$ cat src/rtl/axis_pkt_framer_pkg.sv
// Shared types and helpers for the AXI4-Stream packet framer and its skid buffer.
package axis_pkt_framer_pkg;

  typedef enum logic [1:0] {
    ST_IDLE = 2'd0,
    ST_FILL = 2'd1,
    ST_PAD  = 2'd2
  } state_e;

  function automatic int clog2(input int value);
    int r;
    r = 0;
    while ((1 << r) < value) r = r + 1;
    return r;
  endfunction

  // tkeep constants are built 64 bits wide and narrowed by the user to DWIDTH/8.
  function automatic logic [63:0] keep_all(input int dwidth);
    return (64'd1 << (dwidth / 8)) - 64'd1;
  endfunction

  localparam logic [63:0] KEEP_NULL64 = 64'd0;

endpackage

$ cat src/rtl/axis_skid_buffer.sv
// Two-entry registered skid buffer: full throughput, 1-cycle latency, all outputs from flops.
module axis_skid_buffer #(
  parameter int W = 19
) (
  input  logic         clk_i,
  input  logic         rst_ni,
  input  logic         in_valid_i,
  output logic         in_ready_o,
  input  logic [W-1:0] in_data_i,
  output logic         out_valid_o,
  input  logic         out_ready_i,
  output logic [W-1:0] out_data_o
);

  logic         out_valid_q, out_valid_d;
  logic [W-1:0] out_data_q, out_data_d;
  logic         skid_valid_q, skid_valid_d;
  logic [W-1:0] skid_data_q, skid_data_d;
  logic         ready_q, ready_d;
  logic         wr;

  assign wr = in_valid_i && ready_q;

  always_comb begin
    out_valid_d  = out_valid_q;
    out_data_d   = out_data_q;
    skid_valid_d = skid_valid_q;
    skid_data_d  = skid_data_q;
    if (!out_valid_q || out_ready_i) begin
      if (skid_valid_q) begin
        out_valid_d  = 1'b1;
        out_data_d   = skid_data_q;
        skid_valid_d = 1'b0;
      end else begin
        out_valid_d = wr;
        if (wr) out_data_d = in_data_i;
      end
    end else if (wr) begin
      skid_valid_d = 1'b1;
      skid_data_d  = in_data_i;
    end
    // Ready is registered so it stays low throughout reset and is glitch-free.
    ready_d = !skid_valid_d;
  end

  always_ff @(posedge clk_i or negedge rst_ni) begin
    if (!rst_ni) begin
      out_valid_q  <= 1'b0;
      out_data_q   <= '0;
      skid_valid_q <= 1'b0;
      skid_data_q  <= '0;
      ready_q      <= 1'b0;
    end else begin
      out_valid_q  <= out_valid_d;
      out_data_q   <= out_data_d;
      skid_valid_q <= skid_valid_d;
      skid_data_q  <= skid_data_d;
      ready_q      <= ready_d;
    end
  end

  assign in_ready_o  = ready_q;
  assign out_valid_o = out_valid_q;
  assign out_data_o  = out_data_q;

endmodule

$ cat src/rtl/axis_pkt_framer.sv
// Groups bare AXI4-Stream beats into fixed-length packets with tlast, padding stalled partials.
module axis_pkt_framer
  import axis_pkt_framer_pkg::*;
#(
  parameter int DWIDTH    = 16,
  parameter int PKT_LEN   = 8,
  parameter int TIMEOUT   = 64,
  parameter int CNT_WIDTH = 32
) (
  input  logic                  ap_clk,
  input  logic                  ap_rst_n,
  input  logic                  s_din_tvalid,
  output logic                  s_din_tready,
  input  logic [DWIDTH-1:0]     s_din_tdata,
  output logic                  m_dout_tvalid,
  input  logic                  m_dout_tready,
  output logic [DWIDTH-1:0]     m_dout_tdata,
  output logic [DWIDTH/8-1:0]   m_dout_tkeep,
  output logic                  m_dout_tlast,
  output logic [CNT_WIDTH-1:0]  pkt_count,
  output logic [CNT_WIDTH-1:0]  pad_count
);

  localparam int KW = DWIDTH / 8;
  localparam int PW = DWIDTH + KW + 1;
  localparam int BW = (clog2(PKT_LEN) < 1) ? 1 : clog2(PKT_LEN);
  localparam int TW = (clog2(TIMEOUT + 1) < 1) ? 1 : clog2(TIMEOUT + 1);
  localparam logic [KW-1:0] KEEP_ALL  = KW'(keep_all(DWIDTH));
  localparam logic [KW-1:0] KEEP_NULL = KW'(KEEP_NULL64);

  state_e               state_q, state_d;
  logic [BW-1:0]        beat_q, beat_d;
  logic [TW-1:0]        timer_q, timer_d;
  logic [CNT_WIDTH-1:0] pkt_cnt_q, pkt_cnt_d;
  logic [CNT_WIDTH-1:0] pad_cnt_q, pad_cnt_d;

  logic          skid_ready, wr_valid, wr_fire, is_last, out_hs;
  logic [PW-1:0] wr_data, out_data;

  assign is_last      = (beat_q == BW'(PKT_LEN - 1));
  assign wr_valid     = (state_q == ST_PAD) || s_din_tvalid;
  assign wr_fire      = wr_valid && skid_ready;
  assign s_din_tready = (state_q != ST_PAD) && skid_ready;
  assign wr_data      = (state_q == ST_PAD) ? {KEEP_NULL, is_last, {DWIDTH{1'b0}}}
                                            : {KEEP_ALL, is_last, s_din_tdata};
  assign out_hs       = m_dout_tvalid && m_dout_tready;

  always_comb begin
    state_d   = state_q;
    beat_d    = beat_q;
    timer_d   = timer_q;
    pkt_cnt_d = pkt_cnt_q + CNT_WIDTH'(out_hs && m_dout_tlast);
    pad_cnt_d = pad_cnt_q + CNT_WIDTH'(wr_fire && (state_q == ST_PAD));
    if (wr_fire) beat_d = is_last ? '0 : beat_q + BW'(1);
    case (state_q)
      ST_IDLE: begin
        timer_d = '0;
        if (wr_fire && !is_last) state_d = ST_FILL;
      end
      ST_FILL: begin
        if (wr_fire) begin
          timer_d = '0;
          if (is_last) state_d = ST_IDLE;
        // A full skid buffer is output backpressure, not an input stall.
        end else if (skid_ready && (TIMEOUT != 0)) begin
          if (timer_q == TW'(TIMEOUT - 1)) begin
            timer_d = '0;
            state_d = ST_PAD;
          end else begin
            timer_d = timer_q + TW'(1);
          end
        end
      end
      ST_PAD: begin
        if (wr_fire && is_last) state_d = ST_IDLE;
      end
      default: state_d = ST_IDLE;
    endcase
  end

  always_ff @(posedge ap_clk or negedge ap_rst_n) begin
    if (!ap_rst_n) begin
      state_q   <= ST_IDLE;
      beat_q    <= '0;
      timer_q   <= '0;
      pkt_cnt_q <= '0;
      pad_cnt_q <= '0;
    end else begin
      state_q   <= state_d;
      beat_q    <= beat_d;
      timer_q   <= timer_d;
      pkt_cnt_q <= pkt_cnt_d;
      pad_cnt_q <= pad_cnt_d;
    end
  end

  axis_skid_buffer #(
    .W(PW)
  ) u_skid (
    .clk_i      (ap_clk),
    .rst_ni     (ap_rst_n),
    .in_valid_i (wr_valid),
    .in_ready_o (skid_ready),
    .in_data_i  (wr_data),
    .out_valid_o(m_dout_tvalid),
    .out_ready_i(m_dout_tready),
    .out_data_o (out_data)
  );

  assign m_dout_tdata = out_data[DWIDTH-1:0];
  assign m_dout_tlast = out_data[DWIDTH];
  assign m_dout_tkeep = out_data[PW-1:DWIDTH+1];
  assign pkt_count    = pkt_cnt_q;
  assign pad_count    = pad_cnt_q;

endmodule

$ cat config.mk
export PLATFORM = sky130hd
export DESIGN_NAME = axis_pkt_framer
export DESIGN_NICKNAME = d
export VERILOG_FILES = /design/src/rtl/axis_pkt_framer_pkg.sv /design/src/rtl/axis_skid_buffer.sv /design/src/rtl/axis_pkt_framer.sv
export SDC_FILE = /design/constraint.sdc
export NUM_CORES = 1
export LEC_CHECK = 0
export ABC_AREA = 1
export CORE_MARGIN = 2
export CORE_UTILIZATION = 40
export DETAILED_ROUTE_END_ITERATION = 6
export PLACE_DENSITY = 0.66
export SKIP_CTS_REPAIR_TIMING = 1
export SYNTH_ARGS = -nofsm -noshare
export SYNTH_HDL_FRONTEND = slang
export SYNTH_SLANG_ARGS = --single-unit
$ cat constraint.sdc
create_clock -name ap_clk -period 2.2 [get_ports ap_clk]
set_input_delay 0.33 -clock ap_clk [delete_from_list [all_inputs] [get_ports ap_clk]]
set_output_delay 0.33 -clock ap_clk [all_outputs]
set_load 0.01 [all_outputs]
Yosys cells after proc, flatten, opt, wreduce, memory -nomap -nowiden --
Cells that the tools add are included.
Word-level totals: bits in registers 117, input port bits 20, output and inout port bits 85, word-level logic and storage cells 62
Cells by class: $add $sub $neg 4, eq/ne operators 10, muxes and demuxes 18, bitwise gates (word level) 1, reduce and logical (&&, ||, !) cells 19
Operators by type and width (count):
- adder 32 x 1 -> 32 bit | 2
- 2-to-1 mux 19 bit | 3
- 2-to-1 mux 7 bit | 3
- one-hot mux 7 bit (2 select lines) | 1
- 2-to-1 mux 2 bit | 6
- adder 7 x 1 -> 7 bit (second input constant) | 1
- == test 7 x 6 -> 1 bit (second input constant) | 1
- logical AND 1 bit | 7
- inequality test 3 bit (second input constant) | 2
- one-hot mux 2 bit (3 select lines) | 1
- AND reduction 2 bit | 3
- AND reduction 5 bit | 1
- inequality test 2 bit (second input constant) | 2
- nonzero test 2 bit | 2
- adder 3 x 1 -> 3 bit (second input constant) | 1
- == test 3 bit (second input constant) | 1
- zero test 1 bit | 3
- 2-to-1 mux 1 bit | 3
- 2-to-1 mux 3 bit | 1
- inequality test 3 x 2 -> 1 bit (second input constant) | 1
- == test 2 x 1 -> 1 bit (second input constant) | 1
- == test 2 bit (second input constant) | 1
- zero test 2 bit | 1
- logical OR 1 bit | 2
- other kinds (2) | 2

Logic depth before layout (Yosys ltp) --
Gate-level depths: netlist of the first run.
word-level depth 6, gate-level depth with buffers 12, mapped depth without buffers 12

Hierarchy --
Synthesis of the first run repeated with hierarchy kept, for this count alone.
Second synthesis, totals: cells, all modules 792, area, all modules 6104.6 um2
Modules (own cells, without submodules):
- axis_pkt_framer | instances 1, cells an instance 557, area an instance 4271.6 um2, sequential area each 1901.8 um2
- axis_skid_buffer | instances 1, cells an instance 235, area an instance 1833.0 um2, sequential area each 1026.0 um2

Least setup slack after synthesis of the first run --
Ideal clock, no wire load.
kind reg-to-reg, start register u_skid.ready_q (netlist: u_skid.in_ready_o), end register pad_cnt_q[24] (netlist: pad_count[24]), library setup time 0.117 ns, arrival 1.917 ns, required time 2.083 ns, path slack 0.166 ns, stages on the path, launching flop included 12, path buffers 0, clock period less this slack 2.034 ns, cells stage by stage dfrtp_1 inv_2 nor2_1 ha_1 ha_1 nand3_1 nor2_2 inv_2 nor3_2 nand2_1 nand2_1 nand2_1
Between the ends: cells in the longest elaborated chain, start to end 3
RTL lines:
- from (decl) | RTL line axis_skid_buffer.sv:19 | logic ready_q, ready_d;
- from (signal assigned) | RTL line axis_skid_buffer.sv:58 | ready_q <= ready_d;
- logical AND 1 bit | RTL line axis_pkt_framer.sv:42 | assign wr_fire = wr_valid && skid_ready;
- logical AND 1 bit | RTL line axis_pkt_framer.sv:53 | pad_cnt_d = pad_cnt_q + CNT_WIDTH'(wr_fire && (state_q == ST_PAD));
- adder 32 x 1 -> 32 bit | RTL line axis_pkt_framer.sv:53
- net pad_cnt_d[24] | RTL line axis_pkt_framer.sv:35 | logic [CNT_WIDTH-1:0] pad_cnt_q, pad_cnt_d;
- to (signal assigned) | RTL line axis_pkt_framer.sv:93 | pad_cnt_q <= pad_cnt_d;
- to (decl) | RTL line axis_pkt_framer.sv:35
The timed path passes the listed nets, and every way through them passes these cells. A chain may end at the register's enable or synchronous reset.

Worst setup path in the final report of the first run --
start register state_q[1], end output port s_din_tready
Between the ends: cells in the longest elaborated chain, start to end 2
RTL lines:
- from (decl) | RTL line axis_pkt_framer.sv:31 | state_e state_q, state_d;
- from (signal assigned) | RTL line axis_pkt_framer.sv:89 | state_q <= state_d;
- inequality test 2 bit | RTL line axis_pkt_framer.sv:43 | assign s_din_tready = (state_q != ST_PAD) && skid_ready;
- logical AND 1 bit | RTL line axis_pkt_framer.sv:43
- to (decl) | RTL line axis_pkt_framer.sv:13 | output logic s_din_tready,
Every way passes these cells.

==> results.toml, run 1 <==
[status]
status = "finished with violations"
violations = "hold timing"

[yosys]
yosysWarnings = 0
async_reset_ff_share_pct = 100.0
syn_area_um2 = 6035
ys_ff_latch = 115
synth_flop_cell = "dfrtp_1"
yosysSeqAreaShare_pct = 47.69
synth_nets = 822
yosys.area.top_type = "dfrtp_1"
synthTopCellsByArea = "dfrtp_1 (48%), nand2_1 (18%), inv_1 (6.0%), nor2_1 (6.0%), xor2_1 (3.5%)"
synth_top_area_share_pct = 47.69
yosysUniqueCellTypes = 34
synth_edf_count = 0
synth.avg_cell_area_um2 = 7.600
synthCells = 794

[hold_path]
hp-class = "in2async"

[sta]
maxSlewViolCount = 0
finalCriticalPeriod_ns = 2.080
fin_crit_sh_pct = 94.56
fin_hold_ws_ns = -0.04627
rsz0062_at_grt = "no"
relSlewSlack_pct = 55.84
hold_viol = 9
setup_violations = 0
fmax_mhz = 480.7
fin_worst_skew_ns = 0.005975
fin_tns_setup_ns = 0
tightest_slew_ns = 0.6624

[setup_path]
path_delay_family = "buffers and inverters"
path_cells = "buf_4, inv_2, nor2_4, nor2_1, clkdlybuf4s50_1"
cp-start-kind = "flop"
r2r_end = "pad_count[24]$_DFF_PN0_"
end_kind = "primary output"
cp_slowest_cell = "clkdlybuf4s50_1"
critical_path.max_stage_delay_ns = 0.55
cp.required_ns = 1.87
regToRegSetupSlack_ns = 0.20
path_max_fanout = 5
worstPathArrival_ns = 1.75
crit_buf_inv = 3
worst-r2r-cell-count = 12
crit_type = "reg2out"
r2r-start = "state_q[0]$_DFFE_PN0P_"

[floorplanning]
coreArea_um2 = 14640
die_w_um = 126.8
start_util_pct = 41.21
rows = 44
dieHeight_um = 126.8
ioPinCount = 105
die_area_um2 = 16080

[placement]
io_buffers = 104
dp_hpwl_um = 10550
gp_congestion = 0.9060

[cells_and_area]
layout_common_cells = "nand2_1 (282), dfrtp_1 (115), clkdlybuf4s50_1 (103)"
seq_area_um2 = 2878
finalNetCount = 960
area_growth_syn_to_layout_pct = 32.35
nFillCells = 1388
final_common_cell = "nand2_1"
drive_above_1_share_pct = 9.428
n_antenna_cell = 0
multi_input_area_um2 = 2695

[global_routing]
grt_pass1_wl_um = 24530
grt_max_degree = 116
gr-total-overflow = 0
grt_usage_pct = 19.23
antenna_found_initial = 0
grt_pass1_vias = 5063

[power]
seqPwrFrac_pct = 38.3
power.density_nw_per_um2 = 930.2
switchingPower_w = 0.002347
power.internal_w = 0.005083
pwr-share-clk_pct = 33.4
vdd_drop_max_mv = 0.6088
switching_share_pct = 31.59
power_leakage_nw = 3.737
power.combinational.fraction_pct = 28.3

[clock_tree]
clockRootBuffer = "clkbuf_16"
clockBufferDepth = 2
cts_tree = "done"
cts_buffers = 17
cts_max_level = 4
clk_latency_ns = 0.41
clock_sinks = 115
clk_pin_slew_worst_paths_ns = 0.05

[detailed_routing]
via_count = 5287
first_pass_iters = 5
ant_nets = 0
drt_iter0_drc = 307
drt-vias-per-instance = 4.687
wl_per_cell_um = 12.79
remaining_drc_errors = 0
drt_wl_total_um = 14430

[job]
maxCapViolCount = 0
-- cells in the mapped netlist (2+ instances only) --
cell type	number
ha_1	8
nand2_4	3
nand4_1	2
nand3b_1	11
inv_2	6
nor2_4	2
xnor2_1	7
nand2_1	282
nand2_2	10
buf_4	5
nor2_1	96
inv_1	97
o21ai_1	23
nand3_1	31
dfrtp_1	115
o21ai_0	22
xor2_1	24
nor3_1	24
clkbuf_1	2
nor3_2	2
nand2_8	2
a21oi_1	3
nor2_2	6
-- metal layers --
metal / vias up / wire length [um] / track usage [%]
li1: 2717 / - / -
met1: 2423 / 7002 / 26.59
met5: - / 0 / 0
met3: 15 / 829 / 5.694
met2: 132 / 6396 / 28.91
met4: 0 / 200 / 6.723
-- sequential cells by signal, summed over array words and instances (netlist names), 2 cells and up --
signal              count
state_q                 2
pkt_count              32
beat_q                  3
u_skid.out_data_o      18
pad_count              32
u_skid.skid_data_q     18
timer_q                 7
-- final cells by class --
type	count	share of cell area [%]
Clock buffer	26	6.376
Sequential cell	115	36.03
Multi-Input combinational cell	565	33.75
Tap cell	184	2.883
Clock inverter	5	0.3133
Timing Repair Buffer	129	15.67
Inverter	104	4.982
-- how the worst max path moves through the flow --
stage / to / startpoint / depth (start not counted) / slack, ns
2_1_floorplan: pad_count[24]$_DFF_PN0_ / u_skid.in_ready_o$_DFF_PN0_ / 11 / 0.17
3_3_place_gp: pkt_count[18]$_DFF_PN0_ / m_dout_tready / 12 / -0.03
3_5_place_dp: pkt_count[17]$_DFF_PN0_ / m_dout_tready / 12 / -0.08
4_1_cts: s_din_tready / state_q[1]$_DFFE_PN0P_ / 5 / 0.09
5_1_grt: pad_count[24]$_DFF_PN0_ / state_q[0]$_DFFE_PN0P_ / 12 / 0.01
6_report: s_din_tready / state_q[1]$_DFFE_PN0P_ / 5 / 0.12
-- per-stage QoR --
| stage | setup WS, ns | power [W] | util (%) | cell area (um^2) | instances |
|---|---|---|---|---|---|
| 2_1_floorplan | 0.1663 | 0.004120 | - | 6035 | 794 |
| 3_3_place_gp | -0.03410 | 0.004970 | 50.82 | 7442 | 1097 |
| 3_5_place_dp | -0.08216 | 0.004999 | 50.82 | 7442 | 1097 |
| 4_1_cts | 0.08593 | 0.007541 | 54.47 | 7976 | 1128 |
| 5_1_grt | 0.01319 | 0.007951 | 54.54 | 7986 | 1128 |
| 6_report | 0.1198 | 0.007429 | 54.54 | 7986 | 1128 |
-- cell families (layout without fill, tap and decap cells) --
logic type	after synthesis	count (layout)	synth area share, %
AOI/OAI and AO/OA	53	53	4.748
xor gates and xnor gates	31	31	4.499
adders and majority gates	8	8	1.659
buffers and inverters	114	264	7.817
DFF	115	115	47.69
muxes	1	1	0.1866
and+or+nand+nor	472	472	33.40
-- power by group through the flow --
stage	sequential, W	combinational [W]	clock (W)
6_report	0.00284	0.00210	0.00248
3_3_place_gp	0.00287	0.00210	0
3_5_place_dp	0.00287	0.00213	0
4_1_cts	0.00285	0.00214	0.00255
5_1_grt	0.00290	0.00240	0.00265
2_1_floorplan	0.00297	0.00115	0
-- worst reg2reg max path: stages (launching register included) --
cell and delay [ns]:
dfrtp_1 0.39, inv_2 0.10, nand2_4 0.07, nor2_1 0.13
ha_1 0.19, ha_1 0.20, nand3_1 0.15, nor2_4 0.19
inv_2 0.07, nor3_2 0.20, nand2_1 0.09, nand2_1 0.07
nand2_1 0.05
Power figures use the tool's default switching activity.
==> run 2: changes to the inputs <==
Settings changed: CTS_BUF_LIST set to sky130_fd_sc_hd__clkbuf_4 sky130_fd_sc_hd__clkbuf_8, PLACE_DENSITY 0.66 to 0.69, SYNTH_HIERARCHICAL set to 1.
Clock period 2.2 ns to 1.8 ns, I/O delays scaled along.
==> results.toml, run 2 <==
[status]
status = "completed"

[global_routing]
gr-usage-met3_pct = 4.816
grt_pass1_wl_um = 25160
gr-total-overflow = 0
grt_max_degree = 49
grt_usage_pct = 19.66
antenna_found_initial = 0
grt_use_met1_pct = 27.08
grt.busiest_layer = "met2"
grt_pass1_vias = 5218
met2_usage_pct = 30.29

[clock_tree]
clk_pin_slew_worst_paths_ns = 0.07
clockBufferDepth = 2
cts_max_level = 4
clockRootBuffer = "clkbuf_8"
clk_latency_ns = 0.46
cts_tree = "done"
cts_buffers = 17
clock_sinks = 117

[sta]
relSlewSlack_pct = 62.37
fmax_mhz = 564.2
setup_violations = 0
fin_worst_skew_ns = 0.01075
hold_viol = 0
maxSlewViolCount = 0
rsz0062_at_grt = "yes"
worst_slack_ns = 0.02745
tightest_slew_ns = 0.5601
finalCriticalPeriod_ns = 1.773
fin_crit_sh_pct = 98.48

[setup_path]
path_cells = "inv_2, nand2_4, nor2_4, ha_4, ha_4, nand3_4, nor2_4, inv_2, nor3_4, nand2_1, nand2_1, nand2_1"
cp_slowest_cell = "dfrtp_1"
worstPathArrival_ns = 2.13
critical_path.max_stage_delay_ns = 0.39
startpoint = "state_q[0]$_DFFE_PN0P_"
r2r-start = "state_q[0]$_DFFE_PN0P_"
crit_type = "reg2reg"
cp.required_ns = 2.15
cp-start-kind = "flop"
end_kind = "flop"
path_max_fanout = 4
cpMostUsedCell = "nand2_1"
crit_buf_inv = 2
path_delay_family = "simple AND/OR/NAND/NOR gates"

[detailed_routing]
drt_wl_total_um = 15150
ant_nets = 0
drt_iter0_drc = 406
via_count = 5454
remaining_drc_errors = 0
first_pass_iters = 5
wl_per_cell_um = 13.22
drt-vias-per-instance = 4.759

[cells_and_area]
final_common_cell = "nand2_1"
final_cells = 1146
layout_common_cells = "nand2_1 (326), dfrtp_1 (99), clkdlybuf4s50_1 (98)"
drive_above_1_share_pct = 15.34
nFillCells = 1403
area_growth_syn_to_layout_pct = 34.99
finalNetCount = 973
n_antenna_cell = 0
utilization_pct = 54.81

[yosys]
synth_most_common_cell = "nand2_1"
synth_flop_cell = "dfrtp_1"
synth_top_area_share_pct = 47.96
synth.avg_cell_area_um2 = 7.708
yosysSeqAreaShare_pct = 47.96
ys_top_cells_by_count = "nand2_1 (326), dfrtp_1 (117), nor2_1 (87)"
synth_edf_count = 0
synthCells = 792
synthTopCellsByArea = "dfrtp_1 (48%), nand2_1 (20%), nor2_1 (5.3%), xor2_1 (4.7%), inv_1 (4.3%)"
async_reset_ff_share_pct = 100.0
yosys.area.top_type = "dfrtp_1"
yosysWarnings = 6
syn_area_um2 = 6105
synth_nets = 820
ys_ff_latch = 117
yosysUniqueCellTypes = 30

[power]
switchingPower_w = 0.002984
power.combinational.fraction_pct = 30.2
pwr-share-clk_pct = 29.0
switching_share_pct = 33.39
power.density_nw_per_um2 = 1084
vdd_drop_max_mv = 0.6839
power_leakage_nw = 3.945
power.internal_w = 0.005953
seqPwrFrac_pct = 40.8

[placement]
gp_congestion = 0.8920
pre_cts_ws_ns = -0.5120
dp_hpwl_um = 11010
io_buffers = 104
place_inst = 1105

[floorplanning]
start_util_pct = 40.61
ioPinCount = 105
rows = 45
die_area_um2 = 16270
die_w_um = 127.5
dieHeight_um = 127.5
coreArea_um2 = 15030

[job]
maxCapViolCount = 0

[hold_path]
hp-class = "in2async"
## run 2: final timing paths
kind	end	slack [ns]	cells after the start
setup reg to reg	pad_count[24]$_DFF_PN0_	0.03	12
hold reg to reg	u_skid/skid_data_q[3]$_DFFE_PN0P_	0.47	2
setup / recovery	pad_count[24]$_DFF_PN0_	0.03	12
hold / removal	pad_count[2]$_DFF_PN0_	0.26	2
min in group ap_clk	u_skid/skid_data_q[8]$_DFFE_PN0P_	0.43	5
max in group asynchronous	pkt_count[16]$_DFF_PN0_	0.95	3
## run 2: logic make-up after synthesis
group | count (synthesis) | share of synthesized area [%]
flip-flops | 117 | 47.96
buffers and inverters | 89 | 6.025
AO/OA/AOI/OAI | 12 | 1.025
AND/OR/NAND/NOR | 527 | 37.71
adder cells (fa/ha/maj) | 8 | 1.640
multiplexers | 1 | 0.1845
XOR/XNOR | 38 | 5.452
## run 2: layer usage
layer | wire length (um) | vias to the layer above
met1 | 6907 | 2531
met2 | 7090 | 134
met5 | 0 | -
li1 | - | 2765
met4 | 279 | 0
met3 | 875 | 24
## run 2: final cells by class
cell class | instances | area (um^2) | share of cell area (%)
Clock inverter | 11 | 150.1 | 1.822
Sequential cell | 117 | 2950 | 35.80
Clock buffer | 21 | 276.5 | 3.356
Timing Repair Buffer | 148 | 1421 | 17.25
Multi-Input combinational cell | 586 | 2925 | 35.50
Inverter | 75 | 281.5 | 3.416
Tap cell | 188 | 235.2 | 2.855
## run 2: per-stage QoR
stage          instance area, um^2  hold slack, ns  TNS (ns)  power, W
2_1_floorplan                 6116        -0.02559         0  0.005055
4_1_cts                       8030         -0.2879    -1.235  0.008968
6_report                      8240          0.2573         0  0.008937
3_5_place_dp                  7604          0.2066    -8.976  0.006332
3_3_place_gp                  7604          0.2037    -8.040  0.006284
5_1_grt                       8240          0.2605   -0.6888  0.009569
## run 2: power groups by stage
stage	Combinational (W)	Clock (W)	Sequential, W
4_1_cts	0.00270	0.00266	0.00361
2_1_floorplan	0.00132	0	0.00374
6_report	0.00270	0.00260	0.00364
5_1_grt	0.00305	0.00280	0.00372
3_3_place_gp	0.00265	0	0.00364
3_5_place_dp	0.00268	0	0.00365
